<file path="src/rtl/keypad_pkg.sv">
// Shared types and constants for the keypad scanner: FSM states, code width helper
// and the idle levels of the active-low row/column pins.
package keypad_pkg;

   typedef enum logic [1:0] {SCAN, DEBOUNCE, PRESSED, RELEASE_DB} state_t;

   localparam logic ROW_IDLE = 1'b1;
   localparam logic COL_IDLE = 1'b1;

   function automatic int code_w(input int n_keys);
      return (n_keys > 2) ? $clog2(n_keys) : 1;
   endfunction

endpackage

</file>
<file path="src/rtl/sync_2ff.sv">
// Two-flop synchronizer for asynchronous inputs; both stages reset to RESET_VAL.
module sync_2ff #(
   parameter int               WIDTH     = 1,
   parameter logic [WIDTH-1:0] RESET_VAL = '0
) (
   input  logic             clk,
   input  logic             reset,
   input  logic [WIDTH-1:0] d,
   output logic [WIDTH-1:0] q
);

   logic [WIDTH-1:0] meta;

   always_ff @(posedge clk) begin
      if (reset) begin
         meta <= RESET_VAL;
         q    <= RESET_VAL;
      end else begin
         meta <= d;
         q    <= meta;
      end
   end

endmodule

</file>
<file path="src/rtl/keypad_scan_hist.sv">
// Matrix keypad scanner with debounce, single-key rollover and a short key-code history.
// Optional auto-repeat while a key is held: define KEYPAD_AUTO_REPEAT_EN.
module keypad_scan_hist
   import keypad_pkg::*;
#(
   parameter int N_ROWS         = 4,
   parameter int N_COLS         = 4,
   parameter int SCAN_TICKS     = 36000,
   parameter int DEBOUNCE_TICKS = 20,
   parameter int N_DIGITS       = 2,
   parameter int REPEAT_DELAY   = 300,
   parameter int REPEAT_TICKS   = 60,
   localparam int CODE_W        = code_w(N_ROWS * N_COLS)
) (
   input  logic                       clk,
   input  logic                       reset,
   input  logic [N_COLS-1:0]          cols_n,
   output logic [N_ROWS-1:0]          rows_n,
   output logic [CODE_W-1:0]          key_code,
   output logic                       key_valid,
   output logic                       key_held,
   output logic [N_DIGITS*CODE_W-1:0] digits
);

   localparam int PS_W  = $clog2(SCAN_TICKS);
   localparam int ROW_W = (N_ROWS > 2) ? $clog2(N_ROWS) : 1;
   localparam int COL_W = (N_COLS > 2) ? $clog2(N_COLS) : 1;
   localparam int DB_W  = $clog2(DEBOUNCE_TICKS + 1);
   localparam logic [DB_W-1:0] DB_LAST = DB_W'(DEBOUNCE_TICKS);

   state_t                     state;
   logic [PS_W-1:0]            presc;
   logic                       tick;
   logic [N_COLS-1:0]          cols_s, act, pattern;
   logic [ROW_W-1:0]           row_idx, next_row;
   logic [COL_W-1:0]           low_col, held_col;
   logic [CODE_W-1:0]          new_code, cand_code, push_code;
   logic [DB_W-1:0]            cnt;
   logic [N_DIGITS*CODE_W-1:0] digits_push;
   logic                       rep_fire;

   sync_2ff #(.WIDTH(N_COLS), .RESET_VAL({N_COLS{COL_IDLE}})) u_sync (
      .clk   (clk),
      .reset (reset),
      .d     (cols_n),
      .q     (cols_s)
   );

   assign act    = ~cols_s;
   assign rows_n = {N_ROWS{ROW_IDLE}} ^ (N_ROWS'(1) << row_idx);
   assign tick   = (presc == PS_W'(SCAN_TICKS - 1));

   always_ff @(posedge clk) begin
      if (reset || tick) presc <= '0;
      else               presc <= presc + 1'b1;
   end

   always_comb begin
      low_col = '0;
      for (int c = N_COLS - 1; c >= 0; c--)
         if (act[c]) low_col = COL_W'(c);
   end

   assign next_row  = (row_idx == ROW_W'(N_ROWS - 1)) ? '0 : row_idx + 1'b1;
   assign new_code  = CODE_W'(row_idx) * CODE_W'(N_COLS) + CODE_W'(low_col);
   // With a one-tick debounce the push happens on the detection tick, before cand_code is loaded.
   assign push_code = (state == SCAN) ? new_code : cand_code;

   generate
      if (N_DIGITS > 1) begin : g_shift
         assign digits_push = {digits[(N_DIGITS-1)*CODE_W-1:0], push_code};
      end else begin : g_single
         assign digits_push = push_code;
      end
   endgenerate

`ifdef KEYPAD_AUTO_REPEAT_EN
   localparam int RP_MAX = (REPEAT_DELAY > REPEAT_TICKS) ? REPEAT_DELAY : REPEAT_TICKS;
   localparam int RP_W   = $clog2(RP_MAX + 1);

   logic [RP_W-1:0] rep_cnt;
   logic            rep_first;

   assign rep_fire = (rep_cnt + 1'b1) == (rep_first ? RP_W'(REPEAT_DELAY) : RP_W'(REPEAT_TICKS));

   // Survives a RELEASE_DB bounce; only a full return to SCAN restarts the delay.
   always_ff @(posedge clk) begin
      if (reset || state == SCAN) begin
         rep_cnt   <= '0;
         rep_first <= 1'b1;
      end else if (tick && state == PRESSED && act[held_col]) begin
         if (rep_fire) begin
            rep_cnt   <= '0;
            rep_first <= 1'b0;
         end else begin
            rep_cnt <= rep_cnt + 1'b1;
         end
      end
   end
`else
   logic unused_rep;
   assign unused_rep = ^{REPEAT_DELAY, REPEAT_TICKS};
   assign rep_fire   = 1'b0;
`endif

   always_ff @(posedge clk) begin
      if (reset) begin
         state     <= SCAN;
         row_idx   <= '0;
         pattern   <= '0;
         held_col  <= '0;
         cand_code <= '0;
         cnt       <= '0;
         key_code  <= '0;
         key_valid <= 1'b0;
         key_held  <= 1'b0;
         digits    <= '0;
      end else begin
         key_valid <= 1'b0;
         if (tick) begin
            case (state)
               SCAN: begin
                  if (|act) begin
                     pattern   <= act;
                     held_col  <= low_col;
                     cand_code <= new_code;
                     cnt       <= DB_W'(1);
                     if (DEBOUNCE_TICKS == 1) begin
                        key_code  <= new_code;
                        key_valid <= 1'b1;
                        key_held  <= 1'b1;
                        digits    <= digits_push;
                        state     <= PRESSED;
                     end else begin
                        state <= DEBOUNCE;
                     end
                  end else begin
                     row_idx <= next_row;
                  end
               end
               DEBOUNCE: begin
                  if (act == pattern) begin
                     cnt <= cnt + 1'b1;
                     if (cnt + 1'b1 == DB_LAST) begin
                        key_code  <= cand_code;
                        key_valid <= 1'b1;
                        key_held  <= 1'b1;
                        digits    <= digits_push;
                        cnt       <= '0;
                        state     <= PRESSED;
                     end
                  end else begin
                     cnt   <= '0;
                     state <= SCAN;
                  end
               end
               PRESSED: begin
                  if (!act[held_col]) begin
                     if (DEBOUNCE_TICKS == 1) begin
                        key_held <= 1'b0;
                        cnt      <= '0;
                        state    <= SCAN;
                     end else begin
                        cnt   <= DB_W'(1);
                        state <= RELEASE_DB;
                     end
                  end else if (rep_fire) begin
                     key_valid <= 1'b1;
                     digits    <= digits_push;
                  end
               end
               RELEASE_DB: begin
                  if (act[held_col]) begin
                     cnt   <= '0;
                     state <= PRESSED;
                  end else if (cnt + 1'b1 == DB_LAST) begin
                     key_held <= 1'b0;
                     cnt      <= '0;
                     state    <= SCAN;
                  end else begin
                     cnt <= cnt + 1'b1;
                  end
               end
               default: state <= SCAN;
            endcase
         end
      end
   end

endmodule

</file>
<file path="config.mk">
export PLATFORM = sky130hd
export DESIGN_NAME = keypad_scan_hist
export DESIGN_NICKNAME = d
export VERILOG_FILES = /design/src/rtl/keypad_pkg.sv /design/src/rtl/sync_2ff.sv /design/src/rtl/keypad_scan_hist.sv
export SDC_FILE = /design/constraint.sdc
export NUM_CORES = 1
export LEC_CHECK = 0
export ABC_AREA = 1
export CAP_MARGIN = 20
export CORE_MARGIN = 2
export CORE_UTILIZATION = 35
export CTS_BUF_LIST = sky130_fd_sc_hd__clkbuf_8
export DETAILED_ROUTE_END_ITERATION = 8
export GPL_TIMING_DRIVEN = 0
export MAX_ROUTING_LAYER = met4
export SYNTH_ARGS = -nofsm -noshare
export SYNTH_HDL_FRONTEND = slang
export SYNTH_SLANG_ARGS = --single-unit
</file>
<file path="constraint.sdc">
create_clock -name clk -period 1.78 [get_ports clk]
set_clock_uncertainty 0.1 [all_clocks]
set_input_delay 0.445 -clock clk [delete_from_list [all_inputs] [get_ports clk]]
set_output_delay 0.445 -clock clk [all_outputs]
set_load 0.05 [all_outputs]
</file>
== Word-level counts from Yosys, hierarchy flattened ==
Cells that the tools add are included.

* Flip-flop bits (word level): 57
* Bits of input ports: 6
* Output and inout port bits: 18
* Logic and storage cells: 78

* Add/subtract/negate cells: 4
* $lt $le $gt $ge: 1
* Equality and inequality tests: 15
* Shift-type cells: 1
* Mux-type cells: 27
* Bitwise gates (word level): 6
* Reductions and logical operators: 11

{| class="wikitable"
|+ Operators with widths
! cell !! number
|-
| $mux W5 || 5
|-
| $mux W2 || 11
|-
| $pmux W5 S4 || 1
|-
| $add A16 B1 Y16 const B || 1
|-
| $eq A16 B16 Y1 const B || 1
|-
| $ne A2 B2 Y1 const B || 5
|-
| $reduce_and A3 Y1 || 3
|-
| $not A4 Y4 || 2
|-
| $pmux W2 S4 || 1
|-
| $reduce_or A4 Y1 || 2
|-
| $eq A2 B2 Y1 const B || 3
|-
| $mux W1 || 6
|-
| $ne A3 B3 Y1 const B || 2
|-
| $reduce_and A6 Y1 || 1
|-
| $add A5 B1 Y5 const B || 1
|-
| $eq A5 B5 Y1 const B || 1
|-
| $reduce_and A5 Y1 || 1
|-
| $add A4 B2 Y4 || 1
|-
| $eq A4 B4 Y1 || 1
|-
| $mux W4 || 1
|-
| $not A1 Y1 || 4
|-
| $reduce_and A4 Y1 || 1
|-
| $shl A1 B2 Y4 const A || 1
|-
| $lt A2 B3 Y1 const B || 1
|-
| other kinds (8) || 8
|}

== Logic depth before layout (Yosys ltp) ==
Gate-level depths: netlist (run 1).

* Depth in word-level cells: 7
* Depth in mapped cells: 11
* Mapped depth without buffers: 10

== Hierarchy ==
Synthesis (run 1) repeated with hierarchy kept, for this count alone.

* Cells, all modules: 391
* Area, all modules: 2706.3 sq um

{| class="wikitable"
|+ Modules (own cells, without submodules)
! module !! instances !! cells each !! area each (sq um) !! seq. area each (sq um)
|-
| keypad_scan_hist || 1 || 366 || 2482.4 || 940.9
|-
| sync_2ff || 1 || 25 || 224.0 || 160.2
|}

== Least setup slack after synthesis (run 1) ==
No wires, ideal clock.

* Path kind: register to register
* Start point: register presc[0]
* End point: register cand_code[2]
* Setup time: 115 ps
* Data arrival time: 1394 ps
* Data required time: 1565 ps
* Path slack: 171 ps
* Stages on the path, launching flop included: 9
* Path buffers: 1
* Clock period less this slack: 1609 ps
* Cells stage by stage: dfxtp_1 > ha_1 > nand3_2 > nor3_4 > nand2_2 > inv_2 > nand2_2 > buf_6 > o21a_1

* Cells in the longest elaborated chain, start to end: 2

{| class="wikitable"
|+ RTL lines
! what !! RTL line !! source
|-
| start: declaration || keypad_scan_hist.sv:32 || <nowiki>logic [PS_W-1:0] presc;</nowiki>
|-
| start signal: assignment || keypad_scan_hist.sv:55 || <nowiki>else presc <= presc + 1'b1;</nowiki>
|-
| $eq A16 B16 Y1 || keypad_scan_hist.sv:51 || <nowiki>assign tick = (presc == PS_W'(SCAN_TICKS - 1));</nowiki>
|-
| $reduce_and A3 Y1 (no line) || n/a ||
|-
| end signal: assignment || keypad_scan_hist.sv:126 || <nowiki>cand_code <= new_code;</nowiki>
|-
| end: declaration || keypad_scan_hist.sv:37 || <nowiki>logic [CODE_W-1:0] new_code, cand_code, push_code;</nowiki>
|}

Every way passes these cells.
A chain may end at the register's enable or synchronous reset.

== Final worst setup path (run 1) ==
* Start point: register digits[4]
* End point: output port digits[4]

{| class="wikitable"
|+ RTL lines
! what !! RTL line !! source
|-
| start: declaration || keypad_scan_hist.sv:22 || <nowiki>output logic [N_DIGITS*CODE_W-1:0] digits</nowiki>
|-
| start signal: assignment || keypad_scan_hist.sv:132 || <nowiki>digits <= digits_push;</nowiki>
|-
| start signal: assignment || keypad_scan_hist.sv:148 || <nowiki>digits <= digits_push;</nowiki>
|-
| start signal: assignment || keypad_scan_hist.sv:169 || <nowiki>digits <= digits_push;</nowiki>
|}

No word-level cell between the ends.

==> summary.txt, run 1 <==
Floorplanning
  • Number of core rows: 30
  • IO Count: 24
  • Chip Width: 88.81 um
  • Starting Density: 0.3665
  • Die area: 7887 sq um
  • Die Ht: 88.81 um
  • CORE AREA: 6869 sq um

Final layout
  • Commonest non-fill, non-tap cell in the layout: nand2_1
  • Net count, final: 391
  • Proportion of layout cells with a drive suffix above 1: 0.2026
  • # diodes: 0
  • Area Growth Syn to Fin: 21.62%
  • Fin cells: 476
  • Most frequent cells in the layout: 60 x nand2_1, 48 x dfxtp_1, 47 x nor2_1

Synth
  • Post-Synthesis Cells: 345
  • Number of synthesized flops with an enable pin: 0
  • Synth Area in Adders: 0.02982
  • Seq/Total Area, Yosys: 0.4374
  • Post-synthesis compound-gate area fraction: 0.1034
  • XOR/XNOR Fraction of Synth Area: 0.01392
  • Post-synthesis async set-or-reset flop share: 0
  • Mapped Area: 2517 sq um
  • Distinct cells, synth: 28
  • Avg Cell Area, Syn: 7.297 sq um
  • Largest family of logic cells by synthesized area: simple AND/OR/NAND/NOR gates
  • Synthesis Warnings: 0
  • Syn_nets: 357
  • Ys flop type: dfxtp_1
  • Synthesized flop and latch total: 55
  • Multiplexer area fraction after synthesis: 0
  • Simple-gate portion of the synthesized area: 0.3290

Clock tree
  • Htree depth: 2
  • Sink Count: 55
  • CTS buffer count: 5
  • Clk buf depth: 2
  • Clock Pin Slew Worst Setup and Hold Paths: 0.11 ns
  • CTS tree: yes
  • Clk root buf: clkbuf_8
  • Hold buffer count at CTS: 0
  • Clk_lat worst skew: 0.32 ns

Timing
  • Max-slew violations: 0
  • RSZ-0062 raised after global routing: yes
  • Setup ws final: 0.05740 ns
  • Final count of hold timing violations: 0
  • Slew @ Worst Pin: 0.4905 ns
  • Tmin final: 1.723 ns
  • Slew headroom: 0.6742
  • Final worst-path cycle share: 0.9678
  • Setup_tns: 0 ns
  • Fmax: 580.5 MHz
  • Final setup viols: 0

Power and ir drop
  • Maximum vdd drop: 268.1 uV
  • Total power: 2.069 mW
  • Leak: 1.260 nW
  • Cell area power density: 675.7 nW/um^2

Route
  • Avg WL per Cell: 10.40 um
  • Antenna viol nets, final: 0
  • Initial DRT Pass Iterations: 4
  • Met2 wire len: 2311 um
  • Via count: 2,151
  • Iter 0 DRT Violations: 125
  • M1 wire length: 2397 um
  • Total wire length: 4950 um
  • Top layer in use: met4
  • Vias per inst: 4.519
  • DRC viols: 0
  • Met3 WL post-DR: 167 um

Worst setup path
  • Setup CP Type: flop to output pin
  • CP top delay family: buffers and inverters
  • Worst setup SP type: flop
  • CP peak stage delay: 0.52 ns
  • Arr. time, crit path: 1.18 ns
  • WP buf/inv: 1
  • Cells along the critical path: dlygate4sd2_1
  • Critical Path Fanout Max: 2
  • CP required: 1.23 ns
  • Max stage delay cell, worst path: dlygate4sd2_1
  • Worst setup EP type: output pin

Place
  • Gpl congestion: 0.8397
  • Final HPWL DP: 3624 um
  • Dpl ws: -0.2882 ns
  • IO buf count: 23
  • Inst Count DP: 464

Flow run
  • Max Cap Viol: 0

Outcome
  • Status: finished clean

Global routing
  • Vias in the first global route: 1,907
  • Total grt overflow: 0
  • Global-route wire length before repair: 8355 um
  • Antenna violations before repair: 0
  • Largest net degree at the start of global routing: 20
  • Gr usage total: 0.1378

Min path
  • Hold Path Class: flop to flop
-- per-stage QoR --
| stage | instance area (sq um) | utilization | hold WS, ns |
|---|---|---|---|
| final | 3062 | 0.4457 | 0.3174 |
| after global routing | 3062 | 0.4457 | 0.3380 |
| after CTS | 2954 | 0.4301 | 0.3199 |
| after detailed placement | 2868 | 0.4175 | 0.2948 |
| after global placement | 2868 | 0.4175 | 0.2905 |
| after floorplan | 2517 | - | 0.2895 |
-- metal layers --
metal | GRT usage | vias up
met2 | 0.2151 | 32
met4 | 0.04959 | 0
met5 | - | -
li1 | - | 1166
met3 | 0.02239 | 8
met1 | 0.1799 | 945
-- registers in the layout, summed over array words and instances (netlist names) --
register,cells
u_sync.q,4
cnt,5
key_code,4
digits,8
presc,16
key_held,1
row_idx,2
u_sync.meta,4
pattern,4
key_valid,1
cand_code,3
held_col,1
state,2
-- cell type report --
type | instances | area [sq um]
tap | 96 | 120.1
multi-input combinational | 238 | 1261
inverter | 47 | 178.9
timing repair buffer | 27 | 242.7
fill | 694 | 3807
clock buffer | 5 | 68.82
buffer | 5 | 45.04
clock inverter | 3 | 27.53
sequential | 55 | 1117
-- final timing paths --
path | startpoint | end | slack (ns) | depth (start not counted)
setup / recovery | digits[4]$_SDFFE_PP0P_ | digits[4] | 0.06 | 1
hold / removal | u_sync.meta[1]$_SDFF_PP1_ | u_sync.q[1]$_SDFF_PP1_ | 0.32 | 1
setup reg to reg | cnt[1]$_SDFFE_PP0P_ | key_code[1]$_SDFFE_PP0P_ | 0.10 | 9
hold reg to reg | u_sync.meta[1]$_SDFF_PP1_ | u_sync.q[1]$_SDFF_PP1_ | 0.32 | 1
-- cells in the mapped netlist (all sizes together) (3+ instances only) --
| cell type | number | area [sq um] |
|---|---|---|
| a21oi | 32 | 160.2 |
| buf | 3 | 33.78 |
| dfxtp | 55 | 1101 |
| ha | 6 | 75.07 |
| inv | 47 | 176.4 |
| nand2 | 71 | 291.5 |
| nand3 | 24 | 130.1 |
| nand4 | 6 | 37.54 |
| nor2 | 59 | 249.0 |
| nor3 | 8 | 56.31 |
| o21a | 3 | 22.52 |
| o21ai | 14 | 70.07 |
| or2 | 8 | 50.05 |
-- timing repair --
action                                 4_1_cts  5_1_grt
gates resized for setup                     49       40
pin swaps                                    2        5
cloned                                       0        1
endpoints found under the hold margin        0        0
buffers inserted                             1        2
setup endpoints to repair                   31       59
-- power breakdown --
part / leakage (nW) / total (mW) / internal, mW / switching (mW)
combinational: 0.764 / 0.0850 / 0.0378 / 0.0472
clock: 0.0463 / 0.729 / 0.290 / 0.439
sequential: 0.449 / 1.26 / 1.24 / 0.0137
-- cell families (layout without fill, tap and decap cells) --
kind of cell | after synthesis | in the layout
XOR/XNOR | 4 | 4
AO/OA/AOI/OAI | 50 | 50
AND/OR/NAND/NOR | 178 | 178
adder cells (fa/ha/maj) | 6 | 6
buffers and inverters | 52 | 87
flip-flops | 55 | 55
No activity file was read; power rests on OpenSTA's default activity.
==> inputs of run 2 (changes only) <==
- CORE_UTILIZATION: 35 -> 55
- CTS_CLUSTER_SIZE: default -> 20
- PLACE_DENSITY: default -> 0.77
==> summary.txt, run 2 (synthesized netlist as in run 1, its figures left out) <==
Clock tree
  • Sink Count: 55
  • CTS tree: yes
  • Clk buf depth: 2
  • Htree depth: 2
  • Clk_lat worst skew: 0.32 ns
  • Hold buffer count at CTS: 0
  • CTS buffer count: 5
  • Clock Pin Slew Worst Setup and Hold Paths: 0.11 ns
  • Clk root buf: clkbuf_8

Floorplanning
  • CORE AREA: 4384 sq um
  • Starting Density: 0.5742
  • Chip Width: 71.66 um
  • Number of core rows: 24
  • Die area: 5134 sq um
  • IO Count: 24
  • Die Ht: 71.66 um

Worst setup path
  • Critical Path Fanout Max: 2
  • Arr. time, crit path: 1.19 ns
  • Worst setup SP type: flop
  • WP buf/inv: 1
  • CP top delay family: buffers and inverters
  • Worst setup EP type: output pin
  • Setup CP Type: flop to output pin
  • Max stage delay cell, worst path: dlygate4sd2_1
  • Cells along the critical path: dlygate4sd2_1
  • CP peak stage delay: 0.53 ns
  • CP required: 1.23 ns

Min path
  • Hold Path Class: flop to flop

Final layout
  • Proportion of layout cells with a drive suffix above 1: 0.1830
  • Net count, final: 388
  • Core Util, Final: 0.6761
  • # diodes: 0
  • Reg area: 1115 sq um
  • Commonest non-fill, non-tap cell in the layout: nand2_1
  • FILL cells: 369
  • Multi-input combinational cell area: 1249 sq um
  • Largest regs: presc (16), digits (8), cnt (5)
  • Most frequent cells in the layout: 62 x nand2_1, 50 x nor2_1, 48 x dfxtp_1
  • Number of flip-flops in the largest register: 16
  • Largest Register: presc
  • Finished Cell Area: 2964 sq um
  • Area Growth Syn to Fin: 17.74%

Global routing
  • Antenna violations before repair: 0
  • Total grt overflow: 0
  • Vias in the first global route: 1,966
  • Largest net degree at the start of global routing: 19
  • Gr usage total: 0.2102
  • Global-route wire length before repair: 8411 um

Timing
  • Fmax: 575.0 MHz
  • Tmin final: 1.739 ns
  • Max-slew violations: 0
  • Slew headroom: 0.6605
  • Final count of hold timing violations: 0
  • Slew @ Worst Pin: 0.5093 ns
  • Final worst-path cycle share: 0.9771
  • Final setup viols: 0

Route
  • Iter 0 DRT Violations: 89
  • Vias per inst: 4.995
  • Total wire length: 4866 um
  • Via count: 2,143
  • Avg WL per Cell: 11.34 um
  • DRC viols: 0
  • Initial DRT Pass Iterations: 4
  • Antenna viol nets, final: 0

Power and ir drop
  • Leak: 1.261 nW
  • Total power: 2.185 mW
  • Cell area power density: 737.0 nW/um^2
  • Maximum vdd drop: 469.3 uV

Place
  • Final HPWL DP: 3532 um
  • Gpl congestion: 0.8776
  • Dpl cell area: 2813 sq um
  • IO buf count: 23

Flow run
  • Max Cap Viol: 0

Outcome
  • Status: finished clean
-- run 2: cell types whose count changed in the layout (fill, tap and decap cells not counted), sizes merged --
| cell | change |
|---|---|
| buf | -2 |
| bufinv | +1 |
| clkbuf | -1 |
| clkdlybuf4s15 | -2 |
| clkinv | -1 |
| dlygate4sd2 | +2 |
-- run 2: through the flow --
stage               setup TNS [ns]  setup WS [ns]  hold slack, ns  std cells
global placement            -1.021        -0.2682          0.2909        420
finish                           0        0.04078          0.3151        429
CTS                              0      0.0006519          0.3167        429
detailed placement          -1.312        -0.2774          0.2938        420
global route             -0.003479      -0.003380          0.3255        429
floorplan                        0         0.1714          0.2895        345
-- run 2: path summary, 6_finish.rpt --
| path | end | slack, ns | startpoint | cells after the start |
|---|---|---|---|---|
| worst max-delay path | key_code[1] | 0.04 | key_code[1]$_SDFFE_PP0P_ | 1 |
| worst max register to register | digits[1]$_SDFFE_PP0P_ | 0.13 | presc[0]$_SDFF_PP0_ | 9 |
| worst min register to register | u_sync.q[3]$_SDFF_PP1_ | 0.32 | u_sync.meta[3]$_SDFF_PP1_ | 1 |
| worst min-delay path | u_sync.q[3]$_SDFF_PP1_ | 0.32 | u_sync.meta[3]$_SDFF_PP1_ | 1 |
-- run 2: report_power, final --
part / total (mW) / internal (mW) / switching, mW
registers: 1.26 / 1.24 / 0.0133
clock network: 0.846 / 0.424 / 0.422
logic: 0.0828 / 0.0362 / 0.0467
-- run 2: final cells by class --
| type | count | share of cell area |
|---|---|---|
| Clock inverter | 3 | 0.01562 |
| Tap cell | 52 | 0.02195 |
| Buffer | 5 | 0.01393 |
| Inverter | 47 | 0.06036 |
| Sequential cell | 55 | 0.3761 |
| Clock buffer | 5 | 0.02322 |
| Timing Repair Buffer | 24 | 0.06754 |
| Multi-Input combinational cell | 238 | 0.4213 |
-- run 2: routing by layer --
metal,wire [um],track usage,vias up,share of wire
met5,0,-,-,0
met4,57,0.05660,0,0.012
met3,146,0.05063,6,0.030
met2,2202,0.3220,23,0.45
met1,2460,0.2795,953,0.51
li1,-,-,1161,-
-- run 2: timing repair --
action,CTS,global route
pin swaps,1,1
setup buffers,1,0
resized for setup,43,36
endpoints found under the setup margin,41,53
==> inputs of run 3 (changes only) <==
- SYNTH_HIERARCHICAL: default -> 1
==> summary.txt, run 3 <==
Outcome
  • Status: finished clean

Synth
  • Synthesis Warnings: 6
  • Distinct cells, synth: 36
  • Top cells by count, synth: 85 x nand2_1, 75 x nor2_1, 55 x dfxtp_1, 53 x inv_1, 24 x nand3_1
  • Seq/Total Area, Yosys: 0.4068
  • Synth area leader: dfxtp_1
  • Area fraction of the dominant cell type after synthesis: 0.4068
  • Post-Synthesis Cells: 391
  • Syn_nets: 403
  • Number of synthesized flops with an enable pin: 0
  • Mapped Area: 2706 sq um
  • Ys flop type: dfxtp_1
  • Count leader, synth: nand2_1
  • Synthesized flop and latch total: 55
  • Largest cells by area after synthesis: dfxtp_1 41%, nand2_1 12%, nor2_1 10%
  • Avg Cell Area, Syn: 6.922 sq um
  • Post-synthesis async set-or-reset flop share: 0

Route
  • Total wire length: 5283 um
  • DRC viols: 0
  • Via count: 2,430
  • Vias per inst: 4.949
  • Antenna viol nets, final: 0
  • Avg WL per Cell: 10.76 um
  • Initial DRT Pass Iterations: 5
  • Iter 0 DRT Violations: 165

Global routing
  • Total grt overflow: 0
  • Global-route wire length before repair: 8673 um
  • Vias in the first global route: 2,051
  • Gr usage total: 0.2092
  • Largest net degree at the start of global routing: 17
  • Antenna violations before repair: 0

Final layout
  • Area Growth Syn to Fin: 17.06%
  • Net count, final: 436
  • Largest regs: presc (16), digits (8), cnt (5)
  • Commonest non-fill, non-tap cell in the layout: nand2_1
  • Finished Cell Area: 3168 sq um
  • # diodes: 0
  • Most frequent cells in the layout: 83 x nand2_1, 72 x nor2_1, 53 x inv_1
  • Number of flip-flops in the largest register: 16
  • Core Util, Final: 0.6707
  • Proportion of layout cells with a drive suffix above 1: 0.1439
  • Fin cells: 491
  • Largest Register: presc

Flow run
  • Max Cap Viol: 0

Timing
  • RSZ-0062 raised after global routing: yes
  • Fmax: 570.7 MHz
  • Max-slew violations: 0
  • Hold Slack: 0.3146 ns
  • Slew @ Worst Pin: 0.4933 ns
  • Final setup viols: 0
  • Final worst-path cycle share: 0.9844
  • Setup_tns: 0 ns
  • Slew headroom: 0.6711
  • Tmin final: 1.752 ns
  • Final count of hold timing violations: 0

Clock tree
  • Clk buf depth: 2
  • Htree depth: 2
  • Clk root buf: clkbuf_8
  • Clk_lat worst skew: 0.31 ns
  • CTS buffer count: 5
  • CTS tree: yes
  • Sink Count: 55
  • Clock Pin Slew Worst Setup and Hold Paths: 0.09 ns
  • Hold buffer count at CTS: 0

Floorplanning
  • Starting Density: 0.5730
  • Chip Width: 74.15 um
  • Die area: 5497 sq um
  • Die Ht: 74.15 um
  • IO Count: 24
  • CORE AREA: 4723 sq um
  • Number of core rows: 25

Worst setup path
  • Worst setup EP type: output pin
  • Critical Path Fanout Max: 5
  • Arr. time, crit path: 1.21 ns
  • CP required: 1.23 ns
  • Worst setup SP type: flop
  • Setup CP Type: flop to output pin

Power and ir drop
  • Cell Int Power: 1.596 mW
  • Combinational share of power: 0.047
  • Maximum vdd drop: 638.6 uV
  • Cell area power density: 649.9 nW/um^2
  • Switching Share: 0.2247
  • Leak: 1.484 nW
  • Flop pwr share: 0.610
  • Clock power share: 0.343
  • P_sw: 462.6 uW

Place
  • IO buf count: 23
  • Gpl congestion: 0.8962
  • Dpl cell area: 3020 sq um
  • Final HPWL DP: 3830 um
  • Inst Count DP: 481

Min path
  • Hold Path Class: flop to flop
-- run 3: cell count changes in the layout (fill, tap and decap cells not counted), moves of 5 or more --
| cell | before | now |
|---|---|---|
| nor2_1 | 50 | 72 |
| nand2_1 | 62 | 83 |
| a21oi_1 | 32 | 18 |
| inv_1 | 39 | 53 |
| or2_2 | 8 | 1 |
| o21ai_1 | 3 | 9 |
| nand2_2 | 8 | 3 |
-- run 3: per-stage QoR --
stage / power, mW / setup slack [ns]
2_1_floorplan: 1.341 / 0.2084
3_3_place_gp: 1.369 / -0.3884
3_5_place_dp: 1.370 / -0.3784
4_1_cts: 2.072 / 0.006091
5_1_grt: 2.142 / -0.05823
6_report: 2.059 / 0.02778
-- run 3: critical path: stages (launching register included) --
cell and delay (ns):
dfxtp_2 0.38, inv_1 0.09, ha_1 0.21, inv_1 0.07, buf_6 0.15
-- run 3: layout make-up --
type,instances,area (sq um)
clock inverter,1,8.758
fill,428,1555
sequential,55,1107
tap,67,83.83
inverter,62,246.5
timing repair buffer,26,231.5
buffer,5,26.28
clock buffer,6,82.58
multi-input combinational,269,1381
-- run 3: logic make-up after synthesis --
logic type / Yosys count / share of synthesized area
compound gates: 41 / 0.08137
xor+xnor: 5 / 0.01618
flops: 55 / 0.4068
fa+ha+maj: 6 / 0.02774
buf+inv: 67 / 0.1003
simple gates: 217 / 0.3676
-- run 3: routing by layer --
metal  vias to the layer above  track usage  routed length, um
li1                       1284            -                  -
met1                      1080       0.2792               2589
met2                        60       0.3204               2374
met3                         6      0.04472                234
met4                         0      0.06061                 85
met5                         -            -                  0
-- run 3: path summary, 6_finish.rpt --
check / from / endpoint / slack (ns) / depth (start not counted)
worst max-delay path: row_idx[0]$_SDFFE_PP0P_ / rows_n[2] / 0.03 / 4
worst min-delay path: u_sync/meta[2]$_SDFF_PP1_ / u_sync/q[2]$_SDFF_PP1_ / 0.31 / 2
worst max register to register: presc[0]$_SDFF_PP0_ / pattern[3]$_SDFFE_PP0P_ / 0.08 / 9
worst min register to register: u_sync/meta[2]$_SDFF_PP1_ / u_sync/q[2]$_SDFF_PP1_ / 0.31 / 2
-- run 3: power by group through the flow --
stage	clock (mW)	sequential, mW	combinational (mW)
2_1_floorplan	0	1.28	0.0617
3_3_place_gp	0	1.28	0.0873
3_5_place_dp	0	1.28	0.0883
4_1_cts	0.729	1.25	0.0900
5_1_grt	0.772	1.26	0.111
6_report	0.706	1.26	0.0961
-- run 3: repair_timing --
action / 4_1_cts / 5_1_grt
resized for setup: 44 / 23
endpoints found under the setup margin: 37 / 47
buffers inserted: 0 / 3
pin swaps: 0 / 8
endpoints found under the hold margin: 0 / 0
